### src/rtl/cdb_broadcaster.sv
// cdb_broadcaster: collects finished results from NUM_FU functional units into
// one-entry holding buffers and broadcasts exactly one of them per cycle on the
// common data bus. A round-robin arbiter picks the winner; entries younger than
// a mispredicted branch are squashed on rollback.
// Optional feature macro: CDB_BYPASS_EN -- lets an incoming done on an empty,
// non-squashed buffer compete for the bus in the same cycle (1-cycle latency).
`timescale 1ns/1ps

module cdb_broadcaster #(
  parameter int NUM_FU    = 5,
  parameter int PRF_IDX_W = 6,
  parameter int ROB_IDX_W = 5,
  parameter int DATA_W    = 64
) (
  input  logic                          clock,
  input  logic                          reset,
  input  logic [NUM_FU-1:0]             fu_done,
  input  logic [NUM_FU*PRF_IDX_W-1:0]   fu_T_idx,
  input  logic [NUM_FU*ROB_IDX_W-1:0]   fu_ROB_idx,
  input  logic [NUM_FU*DATA_W-1:0]      fu_value,
  output logic [NUM_FU-1:0]             fu_ready,
  input  logic                          rollback_en,
  input  logic [ROB_IDX_W-1:0]          ROB_rollback_idx,
  input  logic [ROB_IDX_W-1:0]          ROB_tail_idx,
  output logic                          complete_en,
  output logic [PRF_IDX_W-1:0]          CDB_T,
  output logic [ROB_IDX_W-1:0]          CDB_ROB_idx,
  output logic [DATA_W-1:0]             CDB_value
);

  localparam int RR_W = (NUM_FU > 1) ? $clog2(NUM_FU) : 1;
  localparam logic [RR_W:0]   NUM_FU_L = (RR_W+1)'(NUM_FU);
  localparam logic [RR_W-1:0] LAST_FU  = RR_W'(NUM_FU - 1);

  // An index x is younger than the surviving branch and older than the tail.
  function automatic logic is_squashed(input logic                 en,
                                       input logic [ROB_IDX_W-1:0] x,
                                       input logic [ROB_IDX_W-1:0] rb,
                                       input logic [ROB_IDX_W-1:0] tail);
    logic [ROB_IDX_W-1:0] d;
    logic [ROB_IDX_W-1:0] dt;
    d  = x - rb;
    dt = tail - rb;
    return en && (d != '0) && (d < dt);
  endfunction

  // Holding buffers: valid is control (reset), fields are data (no reset).
  logic [NUM_FU-1:0]    r_buf_vld;
  logic [PRF_IDX_W-1:0] r_buf_t   [NUM_FU];
  logic [ROB_IDX_W-1:0] r_buf_rob [NUM_FU];
  logic [DATA_W-1:0]    r_buf_val [NUM_FU];
  logic [RR_W-1:0]      r_rr;

  logic                 r_complete_en;
  logic [PRF_IDX_W-1:0] r_cdb_t;
  logic [ROB_IDX_W-1:0] r_cdb_rob;
  logic [DATA_W-1:0]    r_cdb_val;

  logic [PRF_IDX_W-1:0] w_in_t   [NUM_FU];
  logic [ROB_IDX_W-1:0] w_in_rob [NUM_FU];
  logic [DATA_W-1:0]    w_in_val [NUM_FU];
  logic [NUM_FU-1:0]    w_sq_buf;
  logic [NUM_FU-1:0]    w_sq_in;
  logic [NUM_FU-1:0]    w_cand;
  logic [NUM_FU-1:0]    w_grant;
  logic                 w_gnt_any;
  logic [RR_W-1:0]      w_gnt_idx;
  logic [NUM_FU-1:0]    w_accept;
  logic [NUM_FU-1:0]    w_byp_gnt;
  logic [NUM_FU-1:0]    w_load;
  logic [PRF_IDX_W-1:0] w_win_t;
  logic [ROB_IDX_W-1:0] w_win_rob;
  logic [DATA_W-1:0]    w_win_val;
  logic [RR_W-1:0]      w_rr_next;

  // Unpack FU fields and evaluate the squash test for buffered and incoming entries.
  always_comb begin
    for (int i = 0; i < NUM_FU; i++) begin
      w_in_t[i]   = fu_T_idx[i*PRF_IDX_W +: PRF_IDX_W];
      w_in_rob[i] = fu_ROB_idx[i*ROB_IDX_W +: ROB_IDX_W];
      w_in_val[i] = fu_value[i*DATA_W +: DATA_W];
      w_sq_buf[i] = is_squashed(rollback_en, r_buf_rob[i], ROB_rollback_idx, ROB_tail_idx);
      w_sq_in[i]  = is_squashed(rollback_en, w_in_rob[i], ROB_rollback_idx, ROB_tail_idx);
`ifdef CDB_BYPASS_EN
      w_cand[i]   = (r_buf_vld[i] && !w_sq_buf[i]) ||
                    (!r_buf_vld[i] && fu_done[i] && !w_sq_in[i]);
`else
      w_cand[i]   = r_buf_vld[i] && !w_sq_buf[i];
`endif
    end
  end

  // Round-robin scan starting at r_rr; first candidate wins.
  always_comb begin : p_arb
    logic [RR_W:0]   sum;
    logic [RR_W-1:0] idx;
    sum       = '0;
    idx       = '0;
    w_grant   = '0;
    w_gnt_any = 1'b0;
    w_gnt_idx = '0;
    for (int k = 0; k < NUM_FU; k++) begin
      sum = {1'b0, r_rr} + (RR_W+1)'(k);
      if (sum >= NUM_FU_L) sum = sum - NUM_FU_L;
      idx = sum[RR_W-1:0];
      if (!w_gnt_any && w_cand[idx]) begin
        w_gnt_any      = 1'b1;
        w_gnt_idx      = idx;
        w_grant[idx]   = 1'b1;
      end
    end
  end

  // Handshake, buffer load decision, winner field mux and next rr.
  always_comb begin
    fu_ready  = ~r_buf_vld | w_grant;
    w_accept  = fu_done & fu_ready;
`ifdef CDB_BYPASS_EN
    w_byp_gnt = w_grant & ~r_buf_vld;
`else
    w_byp_gnt = '0;
`endif
    // A squashed incoming done is accepted but dropped; a bypassed one skips the buffer.
    w_load    = w_accept & ~w_sq_in & ~w_byp_gnt;
    w_win_t   = r_buf_t[w_gnt_idx];
    w_win_rob = r_buf_rob[w_gnt_idx];
    w_win_val = r_buf_val[w_gnt_idx];
`ifdef CDB_BYPASS_EN
    if (!r_buf_vld[w_gnt_idx]) begin
      w_win_t   = w_in_t[w_gnt_idx];
      w_win_rob = w_in_rob[w_gnt_idx];
      w_win_val = w_in_val[w_gnt_idx];
    end
`endif
    w_rr_next = (w_gnt_idx == LAST_FU) ? '0 : w_gnt_idx + 1'b1;
  end

  // Buffer occupancy: refill wins over grant/squash clear (back-to-back completion).
  always_ff @(posedge clock or negedge reset) begin
    if (!reset) begin
      r_buf_vld <= '0;
    end else begin
      for (int i = 0; i < NUM_FU; i++) begin
        if (w_load[i])                      r_buf_vld[i] <= 1'b1;
        else if (w_grant[i] || w_sq_buf[i]) r_buf_vld[i] <= 1'b0;
      end
    end
  end

  // Buffer payload captured on every load.
  always_ff @(posedge clock) begin
    for (int i = 0; i < NUM_FU; i++) begin
      if (w_load[i]) begin
        r_buf_t[i]   <= w_in_t[i];
        r_buf_rob[i] <= w_in_rob[i];
        r_buf_val[i] <= w_in_val[i];
      end
    end
  end

  // Arbiter pointer and CDB output register; outputs hold when nothing is granted.
  always_ff @(posedge clock or negedge reset) begin
    if (!reset) begin
      r_rr          <= '0;
      r_complete_en <= 1'b0;
      r_cdb_t       <= '0;
      r_cdb_rob     <= '0;
      r_cdb_val     <= '0;
    end else begin
      r_complete_en <= w_gnt_any;
      if (w_gnt_any) begin
        r_rr      <= w_rr_next;
        r_cdb_t   <= w_win_t;
        r_cdb_rob <= w_win_rob;
        r_cdb_val <= w_win_val;
      end
    end
  end

  assign complete_en = r_complete_en;
  assign CDB_T       = r_cdb_t;
  assign CDB_ROB_idx = r_cdb_rob;
  assign CDB_value   = r_cdb_val;

endmodule

### config.mk
export PLATFORM = sky130hd
export DESIGN_NAME = cdb_broadcaster
export DESIGN_NICKNAME = d
export VERILOG_FILES = /design/src/rtl/cdb_broadcaster.sv
export SDC_FILE = /design/constraint.sdc
export NUM_CORES = 1
export LEC_CHECK = 0
export CORE_MARGIN = 1.5
export CORE_UTILIZATION = 46
export DETAILED_ROUTE_END_ITERATION = 8
export GPL_TIMING_DRIVEN = 0
export PLACE_DENSITY_LB_ADDON = 0.12
export SKIP_LAST_GASP = 1
export SLEW_MARGIN = 20
export SYNTH_ARGS = -nofsm -noshare
export SYNTH_HDL_FRONTEND = slang
export SYNTH_SLANG_ARGS = --single-unit
### constraint.sdc
create_clock -name clock -period 8.54 [get_ports clock]
set_input_delay 2.135 -clock clock [delete_from_list [all_inputs] [get_ports clock]]
set_output_delay 2.135 -clock clock [all_outputs]
set_load 0.05 [all_outputs]
==> results of run 1 <==
==> through the flow <==
stage | hold slack, ps | instance area [µm²] | std cells | setup TNS [ps] | util (%)
global placement | 576.2 | 26230 | 2415 | -1229210 | 59.20
CTS | 592.9 | 28840 | 2551 | -135.0 | 65.08
detailed placement | 581.6 | 26780 | 2437 | -110310 | 60.43
floorplan | 583.4 | 20770 | 1351 | 0 | -
finish | 597.2 | 29160 | 2578 | 0 | 65.80
global route | 636.6 | 29160 | 2576 | -142.5 | 65.79
==> worst max path at each step <==
stage                        start                         end  cells after the start
6_report       ROB_rollback_idx[2]                 fu_ready[4]                     20
5_1_grt        ROB_rollback_idx[2]                 fu_ready[4]                     20
4_1_cts            ROB_tail_idx[0]                 fu_ready[4]                     22
3_5_place_dp   ROB_rollback_idx[0]                 fu_ready[4]                     19
3_3_place_gp   ROB_rollback_idx[0]  r_buf_val[1][34]$_DFFE_PP_                     17
2_1_floorplan  ROB_rollback_idx[1]                 fu_ready[4]                     17
==> flip-flops by register name, summed over array words and instances (netlist names) <==
register,flops
CDB_T,6
r_buf_vld,5
complete_en,1
CDB_ROB_idx,5
r_rr,3
CDB_value,64
r_buf_t,30
r_buf_rob,25
r_buf_val,320
==> cells by family after synthesis <==
family	after synthesis	share of synthesized area (%)
AO/OA/AOI/OAI	324	13.33
XOR/XNOR	45	1.900
adder cells (fa/ha/maj)	91	5.864
buffers and inverters	114	2.781
flip-flops	459	64.43
multiplexers	160	7.734
AND/OR/NAND/NOR	158	3.958
==> layer usage <==
metal  global-route usage, %  vias up  part of all wire [%]
met5                       0        -                  0.22
met4                   10.54       22                   3.2
met3                   7.077      137                   7.9
met2                   47.62      620                    49
met1                   35.76     7140                    39
li1                        -     6530                     -
==> area by class of cell <==
| cell class | instances | area, µm² |
|---|---|---|
| Antenna cell | 11 | 27.53 |
| Buffer | 64 | 429.2 |
| Clock buffer | 72 | 1394 |
| Clock inverter | 20 | 271.5 |
| Fill cell | 3225 | 15160 |
| Inverter | 49 | 222.7 |
| Multi-Input combinational cell | 778 | 7144 |
| Sequential cell | 459 | 13360 |
| Tap cell | 592 | 740.7 |
| Timing Repair Buffer | 532 | 5560 |
| Timing Repair inverter | 1 | 8.758 |
==> worst min-delay path: cells and delay by family, from the launching register on <==
family         cells  cell delay [ps]
flip-flops         1              370
AO/OA/AOI/OAI      2              170
==> what timing repair did <==
action | CTS | global route
setup buffers | 21 | 17
cloned | 1 | 0
setup endpoints to repair | 6 | 5
pin swaps | 10 | 22
resized for setup | 81 | 45
==> cell usage in the layout (no fill, tap or decap), drive strengths merged, types with 10 or more instances in the layout <==
| cell | synthesis | final |
|---|---|---|
| clkdlybuf4s50 | 0 | 463 |
| edfxtp | 375 | 375 |
| mux2i | 158 | 158 |
| buf | 38 | 103 |
| clkbuf | 27 | 101 |
| dfrtp | 84 | 84 |
| o22ai | 81 | 81 |
| a221oi | 76 | 76 |
| ha | 74 | 74 |
| a21oi | 53 | 53 |
| inv | 47 | 45 |
| nand2 | 42 | 42 |
| nor2 | 35 | 35 |
| o21ai | 28 | 28 |
| a21o | 27 | 27 |
| xor2 | 24 | 24 |
| xnor2 | 21 | 21 |
| nand2b | 15 | 15 |
| fa | 12 | 12 |
| diode | 0 | 11 |
| nand3 | 11 | 11 |
| a31oi | 10 | 10 |
| nor3 | 10 | 10 |
| clkinv | 2 | 10 |
==> impl_metrics.yaml, run 1 <==
floorplan:
  pin_count: 474
  placementRows: 77
  die_h_um: 215.3
  die_area_um2: 46370
  die_w_um: 215.3
  initial_utilization_pct: 46.80
  core_um2: 44320
critical_path:
  cp_cell_sequence: "clkdlybuf4s50_1 > clkinvlp_4 > buf_4 > ha_1 > xor2_1 > ha_1 > a21oi_2 > o21ai_2 > a21oi_2 > o311ai_4 > buf_4 > a2111oi_1 > a22o_1 > and4_4 > nand2_4 > o22a_1 > buf_12 > clkbuf_16 > nand2_2 > buf_8"
  end_kind: "primary output"
  slowest_stage: "clkdlybuf4s50_1"
  worstReg2RegEnd: "r_rr[2]$_DFFE_PN0P_"
  crit_family: "buffers and inverters"
  critPathLaunchType: "input port"
  crit_fanout: 10
  critPathKind: "in2out"
  r2r_setup_slack_ps: 2520
  critPathArrivalTime_ps: 6340
  critical_path_required_ps: 6410
  critPathMaxStageDelay_ps: 510
  rr_worst_depth: 20
  cp_num_buf_inv: 7
  r2r-start: "r_rr[0]$_DFFE_PN0P_"
clock_network:
  htreeDepth: 2
  clockRootBuffer: "clkbuf_16"
  cts_sinks: 459
  numCtsBuffers: 49
  clock_latency_ps: 600
  hold_buffers: 0
  cts_tree: "built"
  path_clk_slew_ps: 50
  clock_path_buffers: 3
drt:
  drt-total-wl_um: 66450
  viasPerCell: 5.605
  wl_per_cell_um: 25.77
  drt-pass1-iter-count: 5
  drt_iter0_drc: 1058
  drc: 0
  ant_nets: 0
  vias: 14449
sta:
  fmax_mhz: 118.0
  tightest_slew_ps: 937.6
  relSlewSlack_pct: 37.49
  fin_ws_ps: 63.98
  setup_viol: 0
  skew_ps: 27.42
  hold_viol: 0
  fin_crit_ps: 8476
  finalMaxSlewViolations: 0
  rsz0062_at_grt: "true"
  fin_crit_sh_pct: 99.25
global_route:
  grt_pass1_vias: 15068
  overflow: 0
  grt_max_degree: 62
  grt_pass1_wl_um: 96740
  grt_use_total_pct: 28.46
  antenna_found_initial: 24
synth:
  synthCells: 1351
  synth_most_common_cell: "edfxtp_1"
  syn_nets: 1830
  yosysTopAreaCellShare_pct: 54.30
  ys_top_cells_by_area: "edfxtp_1 (54%), dfrtp_1 (10%), mux2i_1 (7.6%)"
  syn-mean-instance-area_um2: 15.35
  yosysWarnings: 0
  netlist_area_um2: 20740
  ys.flop_type: "edfxtp_1"
  async_flop_share_pct: 18.30
  yosys-top-cells-count: "edfxtp_1 (375), mux2i_1 (158), dfrtp_1 (84)"
  synthDistinctLibCells: 77
  ys_seq_elements: 459
  synth-edff-count: 375
  seq_area_frac_synth_pct: 64.43
  synth_top_cell_by_area: "edfxtp_1"
layout:
  final_net_count: 2413
  area_growth_pct: 40.61
  drive_gt1_share_pct: 16.30
status:
  outcome: "finished, final reports clean"
hold_path:
  holdCritPathClass: "reg2reg"
  worstHoldEndpoint: "CDB_value[12]$_DFFE_PN0P_"
  min_from: "CDB_value[12]$_DFFE_PN0P_"
  holdPathStages: 2
place:
  gp_congestion: 0.8729
  hpwl_um: 48160
  pre_cts_ws_ps: -2711
  portBuffers: 472
run:
  maxCapViolations: 0
Power of run 1 is left out: the tool's default activity adds up to more than one toggle a clock period on the data nets, which glitch-free logic cannot reach.
==> run 2, diff against run 1 <==
Settings changed: CORE_ASPECT_RATIO set to 1.25, CTS_BUF_LIST set to sky130_fd_sc_hd__clkbuf_16.
==> impl_metrics.yaml, run 2 (same netlist as run 1, synthesis figures left out) <==
hold_path:
  worstHoldEndpoint: "CDB_value[9]$_DFFE_PN0P_"
  holdCritPathClass: "reg2reg"
  holdPathStages: 2
  min_from: "CDB_value[9]$_DFFE_PN0P_"
global_route:
  grt_pass1_wl_um: 98210
  grt_pass1_vias: 15329
  grt_max_degree: 56
  grt_use_total_pct: 29.63
  antenna_found_initial: 17
  overflow: 0
sta:
  setup_viol: 0
  fin_crit_ps: 8426
  fmax_mhz: 118.7
  skew_ps: 10.69
  fin_crit_sh_pct: 98.66
  fin_ws_ps: 114.3
  hold_viol: 0
  finalMaxSlewViolations: 0
  relSlewSlack_pct: 37.24
  tightest_slew_ps: 941.4
  rsz0062_at_grt: "true"
place:
  gp_congestion: 0.8998
  pre_cts_ws_ps: -2799
  portBuffers: 472
  hpwl_um: 49800
  placed_cell_area_um2: 26730
  post-place-cells: 2416
floorplan:
  pin_count: 474
  die_area_um2: 46380
  initial_utilization_pct: 46.78
  die_w_um: 192.9
  placementRows: 86
  die_h_um: 240.4
  core_um2: 44330
layout:
  fin_cells: 2554
  seqCellArea_um2: 13360
  post-route-util_pct: 65.39
  top_register: "r_buf_val"
  final_net_count: 2412
  multi_input_area_um2: 7226
  mostFrequentLayoutCells: "clkdlybuf4s50_1 (462), edfxtp_1 (375), mux2i_1 (158)"
  finalInstanceArea_um2: 28990
  final_common_cell: "clkdlybuf4s50_1"
  area_growth_pct: 39.77
  drive_gt1_share_pct: 16.40
  fill_cells: 3278
  largest_register_ffs: 320
clock_network:
  numCtsBuffers: 46
  path_clk_slew_ps: 60
  clockRootBuffer: "clkbuf_16"
  hold_buffers: 0
  cts_sinks: 459
  htreeDepth: 2
  cts_tree: "built"
  clock_latency_ps: 570
  clock_path_buffers: 3
critical_path:
  r2r_setup_slack_ps: 2360
  critPathKind: "in2out"
  rr_worst_depth: 24
  critical_path_required_ps: 6410
  worstReg2RegEnd: "r_buf_val[4][41]$_DFFE_PP_"
  crit_fanout: 10
  r2r-start: "r_rr[0]$_DFFE_PN0P_"
  critPathArrivalTime_ps: 6290
  end_kind: "primary output"
  critPathLaunchType: "input port"
drt:
  vias: 14423
  viasPerCell: 5.647
  wl_per_cell_um: 26.86
  ant_nets: 0
  drt-total-wl_um: 68600
  drt-pass1-iter-count: 5
  drt_iter0_drc: 874
  drc: 0
run:
  maxCapViolations: 0
status:
  outcome: "finished, final reports clean"
==> run 2: cell count changes in the layout (fill, tap and decap cells not counted), moves of 6 or more <==
cell,before,now
clkinv_1,2,10
clkbuf_8,6,0
inv_1,41,57
clkbuf_1,42,26
buf_6,18,25
==> run 2: how the worst max path moves through the flow <==
stage,start,to,slack [ps],cells after the start
global placement,ROB_rollback_idx[0],r_buf_t[3][2]$_DFFE_PP_,-3800,17
floorplan,ROB_rollback_idx[1],fu_ready[4],50,17
global route,ROB_rollback_idx[0],fu_ready[1],-7,20
finish,ROB_rollback_idx[3],fu_ready[1],110,19
CTS,ROB_tail_idx[0],fu_ready[1],-8,22
detailed placement,ROB_rollback_idx[0],fu_ready[4],-2800,19
==> run 2: per-layer routing <==
| layer | routed length [µm] | GRT usage [%] | part of all wire [%] |
|---|---|---|---|
| met5 | 81 | 0 | 0.12 |
| met4 | 2612 | 11.19 | 3.8 |
| met3 | 4478 | 6.700 | 6.5 |
| met2 | 35890 | 52.50 | 52 |
| met1 | 25540 | 34.76 | 37 |
==> run 2: critical path: stages <==
cell and delay, ps:
clkdlybuf4s50_1 510, clkinvlp_4 120, ha_2 410, nand3_1 140
and3_2 240, or2_0 190, buf_2 180, clkbuf_4 210
o21ai_1 180, a211o_4 230, o221ai_1 150, a22o_2 290
buf_4 150, or4_4 550, nor3_4 150, a211oi_2 60
o31a_1 160, inv_2 80, buf_8 140
==> run 2: repair_timing <==
item	in CTS	in global routing
endpoints found under the setup margin	91	5
buffers inserted	40	1
gates resized for setup	117	39
pin swaps	24	26
gates cloned	1	0
==> run 2: metrics by stage <==
stage	setup TNS [ps]	hold WS (ps)
global route	-13.23	615.7
floorplan	0	583.4
CTS	-8.497	596.2
detailed placement	-194630	586.1
finish	0	593.2
global placement	-1344330	576.7
==> run 2: cell type report <==
cell class | instances | area share [%]
timing repair inverter | 1 | 0.03021
clock inverter | 38 | 0.7639
clock buffer | 47 | 4.057
inverter | 49 | 0.7683
antenna | 12 | 0.1036
buffer | 64 | 1.472
sequential | 459 | 46.10
timing repair buffer | 534 | 19.31
tap | 572 | 2.469
multi-input combinational | 778 | 24.93
Power of run 2 is left out for the same reason.
